File: config.mk
export PLATFORM = sky130hd
export DESIGN_NAME = pdp8_eae
export DESIGN_NICKNAME = d
export VERILOG_FILES = /design/src/rtl/eae_pkg.sv /design/src/rtl/eae_divstep.sv /design/src/rtl/pdp8_eae.sv
export SDC_FILE = /design/constraint.sdc
export NUM_CORES = 1
export LEC_CHECK = 0
export CORE_ASPECT_RATIO = 0.8
export CORE_MARGIN = 8
export CORE_UTILIZATION = 35
export CTS_BUF_LIST = sky130_fd_sc_hd__clkbuf_4
export DETAILED_ROUTE_END_ITERATION = 16
export GPL_TIMING_DRIVEN = 1
export PLACE_DENSITY = 0.56
export SETUP_SLACK_MARGIN = 0.4
export SYNTH_ARGS = -nofsm -noshare
export SYNTH_HDL_FRONTEND = slang
export SYNTH_SLANG_ARGS = --single-unit
File: constraint.sdc
create_clock -name clk -period 3.9 [get_ports clk]
set_input_delay 0.78 -clock clk [delete_from_list [all_inputs] [get_ports clk]]
set_output_delay 0.78 -clock clk [all_outputs]
set_load 0.01 [all_outputs]
File: src/rtl/eae_pkg.sv
// eae_pkg: shared definitions for the PDP-8 extended arithmetic element.
//   - OP_* : 3-bit EAE operation codes
//   - eae_state_e : control FSM states
//   - eae_step_t  : working register set {L, AC, MQ}; the AC/MQ fields are
//     sized for the largest supported word, and users keep only the low
//     WIDTH bits (upper bits are held at zero).
package eae_pkg;

  localparam int EAE_MAX_WIDTH = 32;

  localparam logic [2:0] OP_NOP = 3'd0;
  localparam logic [2:0] OP_SCL = 3'd1;
  localparam logic [2:0] OP_MUY = 3'd2;
  localparam logic [2:0] OP_DVI = 3'd3;
  localparam logic [2:0] OP_NMI = 3'd4;
  localparam logic [2:0] OP_SHL = 3'd5;
  localparam logic [2:0] OP_ASR = 3'd6;
  localparam logic [2:0] OP_LSR = 3'd7;

  typedef enum logic [1:0] {
    ST_IDLE = 2'd0,
    ST_PRE  = 2'd1,
    ST_RUN  = 2'd2,
    ST_DONE = 2'd3
  } eae_state_e;

  typedef struct packed {
    logic                     l;
    logic [EAE_MAX_WIDTH-1:0] ac;
    logic [EAE_MAX_WIDTH-1:0] mq;
  } eae_step_t;

endpackage

File: src/rtl/eae_divstep.sv
// eae_divstep: one combinational restoring-division step.
// Built only when EAE_DVI_EN is defined.
//   ac_i   : partial remainder (always < dvsr_i on entry)
//   mq_i   : dividend bits still to be consumed / quotient bits so far
//   dvsr_i : divisor
//   ac_o   : next partial remainder
//   mq_o   : MQ shifted left with the new quotient bit in bit 0
`ifdef EAE_DVI_EN
module eae_divstep #(
  parameter int WIDTH = 12
) (
  input  logic [WIDTH-1:0] ac_i,
  input  logic [WIDTH-1:0] mq_i,
  input  logic [WIDTH-1:0] dvsr_i,
  output logic [WIDTH-1:0] ac_o,
  output logic [WIDTH-1:0] mq_o
);

  logic [WIDTH:0]   rem_sh;
  logic             ge;
  logic [WIDTH-1:0] diff;

  // Remainder shifted left by one, pulling in the next dividend bit; it
  // needs WIDTH+1 bits because the remainder can be up to 2*dvsr-1.
  assign rem_sh = {ac_i, mq_i[WIDTH-1]};
  assign ge     = (rem_sh >= {1'b0, dvsr_i});
  // When ge holds the true difference is below dvsr, so WIDTH bits suffice.
  assign diff   = rem_sh[WIDTH-1:0] - dvsr_i;
  assign ac_o   = ge ? diff : rem_sh[WIDTH-1:0];
  assign mq_o   = {mq_i[WIDTH-2:0], ge};

endmodule
`endif

File: src/rtl/pdp8_eae.sv
// pdp8_eae: PDP-8 extended arithmetic element (group-3 OPR).
// Adds MQ and SC, iterative multiply/divide, normalize and multi-bit shifts.
// Optional feature macro: EAE_DVI_EN (builds the divider; without it DVI
// behaves as a divide overflow: L=1, AC/MQ unchanged).
// Ports:
//   clk, nrst          clock, asynchronous active-low reset
//   start              one-cycle request, sampled only in IDLE
//   op[2:0]            NOP SCL MUY DVI NMI SHL ASR LSR (0..7)
//   cla, mqa, mql      group-3 micro bits
//   ac_in, link_in     AC and L at issue
//   operand            word following the instruction
//   busy               accept cycle through done, inclusive
//   done               one-cycle completion pulse
//   ac_out, link_out   result AC/L, valid at done, held until next accept
//   mq_out, sc_out     MQ and SC registers
module pdp8_eae
  import eae_pkg::*;
#(
  parameter int WIDTH    = 12,
  parameter int SC_WIDTH = 5
) (
  input  logic                clk,
  input  logic                nrst,
  input  logic                start,
  input  logic [2:0]          op,
  input  logic                cla,
  input  logic                mqa,
  input  logic                mql,
  input  logic [WIDTH-1:0]    ac_in,
  input  logic                link_in,
  input  logic [WIDTH-1:0]    operand,
  output logic                busy,
  output logic                done,
  output logic [WIDTH-1:0]    ac_out,
  output logic                link_out,
  output logic [WIDTH-1:0]    mq_out,
  output logic [SC_WIDTH-1:0] sc_out
);

  localparam logic [SC_WIDTH:0]   CNT_W   = (SC_WIDTH+1)'(WIDTH);
  localparam logic [SC_WIDTH-1:0] SC_W    = SC_WIDTH'(WIDTH);
  localparam logic [SC_WIDTH-1:0] NMI_CAP = SC_WIDTH'(2*WIDTH);

  eae_state_e          state_q, state_d;
  eae_step_t           step_q, step_d;
  logic [2:0]          op_q, op_d;
  logic [WIDTH-1:0]    opnd_q, opnd_d;
  logic                cla_q, cla_d, mqa_q, mqa_d, mql_q, mql_d;
  logic [SC_WIDTH-1:0] sc_q, sc_d;
  // Iteration counter is one bit wider than SC so a shift count of
  // 2^SC_WIDTH (operand field all ones, plus one) is representable.
  logic [SC_WIDTH:0]   cnt_q, cnt_d;

  logic [WIDTH-1:0]    ac_q, mq_q, ac_n, mq_n;
  logic                l_q, l_n;
  logic [WIDTH-1:0]    pre_ac1, pre_ac, pre_mq;
  logic [WIDTH:0]      sum;
  logic                last;

  assign ac_q = step_q.ac[WIDTH-1:0];
  assign mq_q = step_q.mq[WIDTH-1:0];
  assign l_q  = step_q.l;

  generate
    if (WIDTH < EAE_MAX_WIDTH) begin : g_hi
      logic unused_hi;
      assign unused_hi = ^{step_q.ac[EAE_MAX_WIDTH-1:WIDTH],
                           step_q.mq[EAE_MAX_WIDTH-1:WIDTH]};
    end
  endgenerate

`ifdef EAE_DVI_EN
  logic [WIDTH-1:0] div_ac, div_mq;

  eae_divstep #(.WIDTH(WIDTH)) u_divstep (
    .ac_i  (ac_q),
    .mq_i  (mq_q),
    .dvsr_i(opnd_q),
    .ac_o  (div_ac),
    .mq_o  (div_mq)
  );
`endif

  // Normalize continues while the two top AC bits agree and something
  // non-zero remains below the sign bit.
  function automatic logic nmi_go(input logic [WIDTH-1:0] a,
                                  input logic [WIDTH-1:0] m);
    return (a[WIDTH-1] == a[WIDTH-2]) && ({a[WIDTH-2:0], m} != '0);
  endfunction

  // Micro-bit pre-stage (CLA, then MQ transfer) evaluated in PRE.
  always_comb begin
    pre_ac1 = cla_q ? '0 : ac_q;
    pre_ac  = pre_ac1;
    pre_mq  = mq_q;
    case ({mqa_q, mql_q})
      2'b11: begin
        pre_ac = mq_q;
        pre_mq = pre_ac1;
      end
      2'b01: begin
        pre_mq = pre_ac1;
        pre_ac = '0;
      end
      2'b10: pre_ac = pre_ac1 | mq_q;
      default: ;
    endcase
  end

  always_comb begin
    state_d = state_q;
    op_d    = op_q;
    opnd_d  = opnd_q;
    cla_d   = cla_q;
    mqa_d   = mqa_q;
    mql_d   = mql_q;
    sc_d    = sc_q;
    cnt_d   = cnt_q;
    ac_n    = ac_q;
    mq_n    = mq_q;
    l_n     = l_q;
    sum     = '0;
    last    = 1'b0;

    case (state_q)
      ST_IDLE: begin
        if (start) begin
          op_d    = op;
          opnd_d  = operand;
          cla_d   = cla;
          mqa_d   = mqa;
          mql_d   = mql;
          ac_n    = ac_in;
          l_n     = link_in;
          state_d = ST_PRE;
        end
      end

      ST_PRE: begin
        ac_n  = pre_ac;
        mq_n  = pre_mq;
        cnt_d = '0;
        sc_d  = '0;
        case (op_q)
          OP_SCL: sc_d = opnd_q[SC_WIDTH-1:0];
          OP_MUY: begin
            cnt_d = CNT_W;
            sc_d  = SC_W;
            l_n   = 1'b0;
          end
          OP_DVI: begin
`ifdef EAE_DVI_EN
            // Quotient would not fit (covers divide by zero too).
            if (pre_ac >= opnd_q) begin
              l_n = 1'b1;
            end else begin
              cnt_d = CNT_W;
              sc_d  = SC_W;
              l_n   = 1'b0;
            end
`else
            l_n = 1'b1;
`endif
          end
          OP_NMI: begin
            // Any non-zero count just selects RUN; NMI exits on its data.
            if (nmi_go(pre_ac, pre_mq)) cnt_d = (SC_WIDTH+1)'(1);
          end
          OP_SHL, OP_ASR, OP_LSR: begin
            cnt_d = {1'b0, opnd_q[SC_WIDTH-1:0]} + (SC_WIDTH+1)'(1);
            sc_d  = opnd_q[SC_WIDTH-1:0] + SC_WIDTH'(1);
          end
          default: ;
        endcase
        state_d = (cnt_d != '0) ? ST_RUN : ST_DONE;
      end

      ST_RUN: begin
        cnt_d = cnt_q - (SC_WIDTH+1)'(1);
        sc_d  = sc_q - SC_WIDTH'(1);
        last  = (cnt_q == (SC_WIDTH+1)'(1));
        case (op_q)
          OP_MUY: begin
            // Shift-add: the initial AC rides down into MQ and becomes
            // the addend of the final product.
            sum  = {1'b0, ac_q} + (mq_q[0] ? {1'b0, opnd_q} : '0);
            ac_n = sum[WIDTH:1];
            mq_n = {sum[0], mq_q[WIDTH-1:1]};
          end
`ifdef EAE_DVI_EN
          OP_DVI: begin
            ac_n = div_ac;
            mq_n = div_mq;
          end
`endif
          OP_SHL: begin
            l_n  = ac_q[WIDTH-1];
            ac_n = {ac_q[WIDTH-2:0], mq_q[WIDTH-1]};
            mq_n = {mq_q[WIDTH-2:0], 1'b0};
          end
          OP_ASR: begin
            l_n  = ac_q[WIDTH-1];
            ac_n = {ac_q[WIDTH-1], ac_q[WIDTH-1:1]};
            mq_n = {ac_q[0], mq_q[WIDTH-1:1]};
          end
          OP_LSR: begin
            l_n  = 1'b0;
            ac_n = {1'b0, ac_q[WIDTH-1:1]};
            mq_n = {ac_q[0], mq_q[WIDTH-1:1]};
          end
          OP_NMI: begin
            l_n   = ac_q[WIDTH-1];
            ac_n  = {ac_q[WIDTH-2:0], mq_q[WIDTH-1]};
            mq_n  = {mq_q[WIDTH-2:0], 1'b0};
            cnt_d = cnt_q;
            sc_d  = sc_q + SC_WIDTH'(1);
            last  = !(nmi_go(ac_n, mq_n) && (sc_d < NMI_CAP));
          end
          default: last = 1'b1;
        endcase
        if (last) state_d = ST_DONE;
      end

      ST_DONE: state_d = ST_IDLE;

      default: state_d = ST_IDLE;
    endcase
  end

  always_comb begin
    step_d                = '0;
    step_d.l              = l_n;
    step_d.ac[WIDTH-1:0]  = ac_n;
    step_d.mq[WIDTH-1:0]  = mq_n;
  end

  always_ff @(posedge clk or negedge nrst) begin
    if (!nrst) begin
      state_q <= ST_IDLE;
      step_q  <= '0;
      op_q    <= '0;
      opnd_q  <= '0;
      cla_q   <= 1'b0;
      mqa_q   <= 1'b0;
      mql_q   <= 1'b0;
      sc_q    <= '0;
      cnt_q   <= '0;
    end else begin
      state_q <= state_d;
      step_q  <= step_d;
      op_q    <= op_d;
      opnd_q  <= opnd_d;
      cla_q   <= cla_d;
      mqa_q   <= mqa_d;
      mql_q   <= mql_d;
      sc_q    <= sc_d;
      cnt_q   <= cnt_d;
    end
  end

  assign busy     = (state_q != ST_IDLE) || start;
  assign done     = (state_q == ST_DONE);
  assign ac_out   = ac_q;
  assign link_out = l_q;
  assign mq_out   = mq_q;
  assign sc_out   = sc_q;

endmodule

# ---- Word level (Yosys, flattened, before mapping)
# Cells that the tools add are included.
# W data, S select, Z words.
dict set report word_totals {
  reg_bits 56
  latchBits 0
  ramBits 0
  mem_bits_ro 0
  out_inout_bits 32
  elab_cells 97
  memories 0
}
dict set report classes {
  add_sub_neg 6
  mul 0
  div_mod_pow 0
  n_lt_le_gt_ge 1
  n_eq_ne 25
  n_shift 0
  mux 27
  bitwise_logic 1
  reduce_logical 25
}
# operator count
set ops {}
lappend ops {{$pmux W12 S3} 3}
lappend ops {{$mux W12} 4}
lappend ops {{$pmux W12 S4} 1}
lappend ops {{$pmux W12 S2} 1}
lappend ops {{$reduce_bool A23 Y1} 1}
lappend ops {{$reduce_bool A22 Y1} 1}
lappend ops {{$pmux W6 S3} 1}
lappend ops {{$pmux W5 S3} 1}
lappend ops {{$add A12 B12 Y13} 1}
lappend ops {{$eq A3 B3 Y1 const B} 4}
lappend ops {{$mux W6} 2}
lappend ops {{$or A12 B12 Y12} 1}
lappend ops {{$pmux W6 S2} 1}
lappend ops {{$add A5 B1 Y5 const B} 2}
lappend ops {{$pmux W5 S2} 1}
lappend ops {{$eq A2 B2 Y1 const B} 4}
lappend ops {{$ne A2 B2 Y1 const B} 4}
lappend ops {{$pmux W2 S4} 1}
lappend ops {{$reduce_and A2 Y1} 4}
lappend ops {{$reduce_and A4 Y1} 2}
lappend ops {{$add A5 B1 Y6 const B} 1}
lappend ops {{$eq A3 B2 Y1 const B} 2}
lappend ops {{$eq A6 B1 Y1 const B} 1}
lappend ops {{$ne A3 B2 Y1 const B} 2}
lappend ops {{other kinds (25)} 39}

# ---- Depth between registers and ports, before layout
dict set report logic_depth {
  ltp_word 11
  ltp_mapped 11
}

# ---- Worst setup path before layout
# Ideal clock, no wire load.
dict set report synth_timing {
  path_type {reg-to-reg}
  from {register step_q, in the netlist mq_out[0]}
  to {register step_q, in the netlist ac_out[9]}
  setup_time_ns 0.141
  t_arrival_ns 2.505
  t_required_ns 3.759
  path_slack_ns 1.254
  path_stages_with_launch 12
  path_buffers 2
  synth_period_minus_slack_ns 2.646
  cell_sequence {dfrtp_1 -> clkbuf_1 -> clkbuf_1 -> and2_1 -> ha_1 -> fa_1 -> a211oi_1 -> o21ai_0 -> a31o_1 -> a21oi_1 -> xor2_1 -> a31oi_1}
}
dict set report synth_between {
  elab_chain_len 4
}
# element line_no
set synth_lines {}
lappend synth_lines {{start, declared} pdp8_eae.sv:45} ;# eae_step_t step_q, step_d;
lappend synth_lines {{start signal, assigned} pdp8_eae.sv:250} ;# step_q <= step_d;
lappend synth_lines {{$mux W12} pdp8_eae.sv:186} ;# sum = {1'b0, ac_q} + (mq_q[0] ? {1'b0, opnd_q} : '0);
lappend synth_lines {{$add A12 B12 Y13} pdp8_eae.sv:186}
lappend synth_lines {{$pmux W12 S4} pdp8_eae.sv:182} ;# case (op_q)
lappend synth_lines {{$pmux W12 S3} pdp8_eae.sv:125} ;# case (state_q)
# Every way passes these cells.
# A chain may end at the register's enable or synchronous reset.

# ---- Final worst setup path
dict set report layout_timing {
  from {register op_q[1]}
  to {register step_q, in the netlist mq_out[1]}
}
dict set report layout_between {
  elab_chain_len 4
}
# element line_no
set layout_lines {}
lappend layout_lines {{start, declared} pdp8_eae.sv:46} ;# logic [2:0] op_q, op_d;
lappend layout_lines {{start signal, assigned} pdp8_eae.sv:251} ;# op_q <= op_d;
lappend layout_lines {{$eq A3 B3 Y1} pdp8_eae.sv:182}
lappend layout_lines {{$reduce_or A2 Y1 (no line)} n/a}
lappend layout_lines {{$pmux W12 S3 or $ne A4 B3 Y1 (tied branches)} n/a}
lappend layout_lines {{$pmux W12 S2 or $reduce_and A2 Y1 (tied branches)} n/a}
# Several ways; a longest one is shown, not always the timed one.

==> summary.md <==
| Metric | Value |
|---|---|
| Outcome | `finished clean` |
| Sw power | `between 0.002 and 0.003 W` |
| CP max-delay cell | `dfrtp_1` |
| Clock Skew | `between 20 and 30 ps` |
| R2R setup slack | `~1000 ps` |
| H-tree depth | `2` |
| CP Cell Sequence | `nor2b_1 > o21ai_1 > buf_4 > nor3_1 > a22oi_1 > o21ai_1` |
| Fmax | `about 340 MHz` |
| Crit Path Category | `register to register` |
| Area leader, netlist | `dfrtp_1` |
| WP buf/inv | `1` |
| # clock sinks | `between 50 and 60` |
| Routed vias | `approximately 4400` |
| Post-route ant nets | `0` |
| Post-place setup slack | `1070 ps` |
| Layout net count | `645` |
| Clock power share | `6.4%` |
| Placed Area | `~5400 sq um` |
| Die H | `118 um` |
| Avg WL per Cell | `19.4 um` |
| Clk Latency, worst-skew pair | `440 ps` |
| P_int | `0.00260 W` |
| # setup viols final | `0` |
| Synthesized instance count | `545` |
| Worst path most repeated cell | `o21ai_1` |
| Worst-case clock buffer depth | `2` |
| Crit path DAT | `3260 ps` |
| Detailed Route WL | `around 15000 um` |
| Yosys warns | `0` |
| Synth cell types | `64` |
| Cell family with most CP delay | `simple AND/OR/NAND/NOR gates` |
| Initial Utilization | `a little over a third` |
| Vias per cell | `5.75` |
| Class of the worst hold path | `primary input to async pin` |
| Largest net degree at the start of global routing | `42` |
| IO Pins | `66` |
| Initial antenna violation count | `0` |
| Worst setup margin | `992 ps` |
| CP Launch Type | `register` |
| Core area | `12800 sq um` |
| Tmin final | `2910 ps` |
| CP max FO | `25` |
| TritonCTS buffer count | `5` |
| M1 GR Usage | `about a quarter` |
| First-pass GRT wire length | `23700 um` |
| Post-synth ARST share | `100%` |
| Post-CTS sizing | `0` |
| First-pass DRT Iterations | `5` |
| Cell area after synthesis | `4570 sq um` |
| Post-synth top area share | `30.6%` |
| Pins Over Slew Limit | `0` |
| Max Cap Viol | `0` |
| Sequential fraction of the synthesis area | `between 30% and 40%` |
| Max stage delay on crit path | `940 ps` |
| Design Power | `0.00542 W` |
| Primary FF master, synth | `dfrtp_1` |
| Mapped Avg Cell Area | `8.39 sq um` |
| Clk pin slew, worst setup/hold paths | `about 170 ps` |
| Die W | `144 um` |
| Fin Setup TNS | `0 ps` |
| CP Data Required Time | `4260 ps` |
| Number of global-route vias before repair | `~4200` |
| Number of diodes | `0` |
| GRT Max-Usage Layer | `met1` |
| Period utilization | `~75%` |
| Leakage power | `2.24 nW` |
| Commonest non-fill, non-tap cell in the layout | `clkdlybuf4s50_1` |
| CTS root buffer | `clkbuf_4` |
| Worst-Margin Slew | `approximately 950 ps` |
| Gpl congestion | `0.912` |
| Crit. End Element | `register` |
| DRC Markers | `0` |
| Gr usage total | `17.7%` |
| Count of final hold-check violations | `0` |
| Post-CTS Setup Inserts | `0` |
| Synth Register Bits | `56` |
| Post-cts hold buffer count | `0` |
| P per Cell Area | `997 nW/um^2` |
| Design area | `roughly 5400 sq um` |
| Switch share | `52.1%` |
| RSZ-0062 raised after global routing | `false` |
| VDD IR-drop max | `341 uV` |
| Die area | `around 17000 sq um` |
| DP Wirelength | `11000 um` |
| Comb pwr share | `about two thirds` |
| Commonest cells after routing, fill and taps aside | `clkdlybuf4s50_1 (64), dfrtp_1 (56), a21oi_1 (47), nor2_1 (42), nand2_1 (33)` |
| Syn nets | `602` |
| Synth top area cells | `dfrtp_1 (31%), ha_1 (6.0%), mux2i_1 (5.9%)` |
| Num rows | `37` |
| Rel. slew slack | `35.9%` |
| Flop pwr share | `28.5%` |
| Post-synth EDFFs | `0` |
| CTS tree | `done` |
| Port Buf Inserts | `65` |
| Met3 usage | `3.70%` |
| DRT iter0 DRCs | `488` |
| Layout area overhead | `18.8%` |
| Met2 usage | `25.1%` |
| Grt total ovfl | `0` |
| Share of cells above drive strength 1 | `7.13%` |
flip-flops by register name, indices dropped and copies added (netlist names):
| register | cells |
|---|---|
| ac_out | 12 |
| cla_q | 1 |
| cnt_q | 6 |
| op_q | 3 |
| link_out | 1 |
| opnd_q | 12 |
| mql_q | 1 |
| sc_out | 5 |
| mqa_q | 1 |
| mq_out | 12 |
| state_q | 2 |
cell type report:
class / instances / area [sq um]
Clock buffer: 5 / 37.5
Clock inverter: 3 / 42.5
Fill cell: 1321 / 7390
Inverter: 18 / 67.6
Multi-Input combinational cell: 433 / 2950
Sequential cell: 56 / 1400
Tap cell: 175 / 219
Timing Repair Buffer: 74 / 713
Yosys cell counts, drive strengths merged, types with 5 or more instances:
| master | n |
|---|---|
| a211oi | 7 |
| a21o | 5 |
| a21oi | 47 |
| a22o | 6 |
| a22oi | 18 |
| a311oi | 6 |
| a31oi | 8 |
| and2 | 15 |
| buf | 10 |
| clkbuf | 28 |
| dfrtp | 56 |
| ha | 22 |
| inv | 16 |
| mux2 | 20 |
| mux2i | 27 |
| nand2 | 33 |
| nand3 | 7 |
| nor2 | 42 |
| nor2b | 7 |
| nor3 | 26 |
| nor4 | 6 |
| o21ai | 45 |
| o31ai | 7 |
| xnor2 | 13 |
| xor2 | 6 |
logic make-up (layout without fill, tap and decap cells):
logic type	Yosys count	count (layout)	synth area share, %
flip-flops	56	56	30.6
multiplexers	47	47	10.8
AND/OR/NAND/NOR	164	164	18.2
XOR/XNOR	19	19	3.64
buffers and inverters	56	100	4.79
AO/OA/AOI/OAI	180	180	25.5
adder cells (fa/ha/maj)	23	23	6.46
power by group through the flow:
stage,registers (W),logic (W),clock network [W]
2_1_floorplan,0.00126,0.00257,0
3_3_place_gp,0.00154,0.00344,0
3_5_place_dp,0.00154,0.00349,0
4_1_cts,0.00153,0.00351,0.000361
5_1_grt,0.00161,0.00390,0.000376
6_report,0.00154,0.00353,0.000347
stage by stage:
stage                     utilization [%]  instances  hold slack [ps]
after global routing                 42.4        764              363
final                                42.4        764              335
after global placement               41.8        756              482
after floorplan                         -        545              471
after detailed placement             41.8        756              488
after CTS                            42.4        764              337
path summary, 6_finish.rpt:
path | from | to | depth (start not counted)
max in group asynchronous | nrst | op_q[0] | 2
hold / removal | nrst | mq_out[7] | 1
hold reg to reg | opnd_q[6] | opnd_q[6] | 1
min in group clk | opnd_q[6] | opnd_q[6] | 1
setup reg to reg | op_q[1] | mq_out[1] | 6
setup / recovery | op_q[1] | mq_out[1] | 6
routing by layer:
metal	part of all wire (%)	wire, um
met3	8.2	1230
met5	0	0
met2	41	6100
met4	1.6	241
met1	49	7290
worst reg2reg max path, delay by kind of cell (launching register included):
family                 cells  cell delay [ps]
AO/OA/AOI/OAI              3              470
buffers and inverters      1              240
flip-flops                 1              940
AND/OR/NAND/NOR            2             1200
No activity file was read; power rests on OpenSTA's default activity.
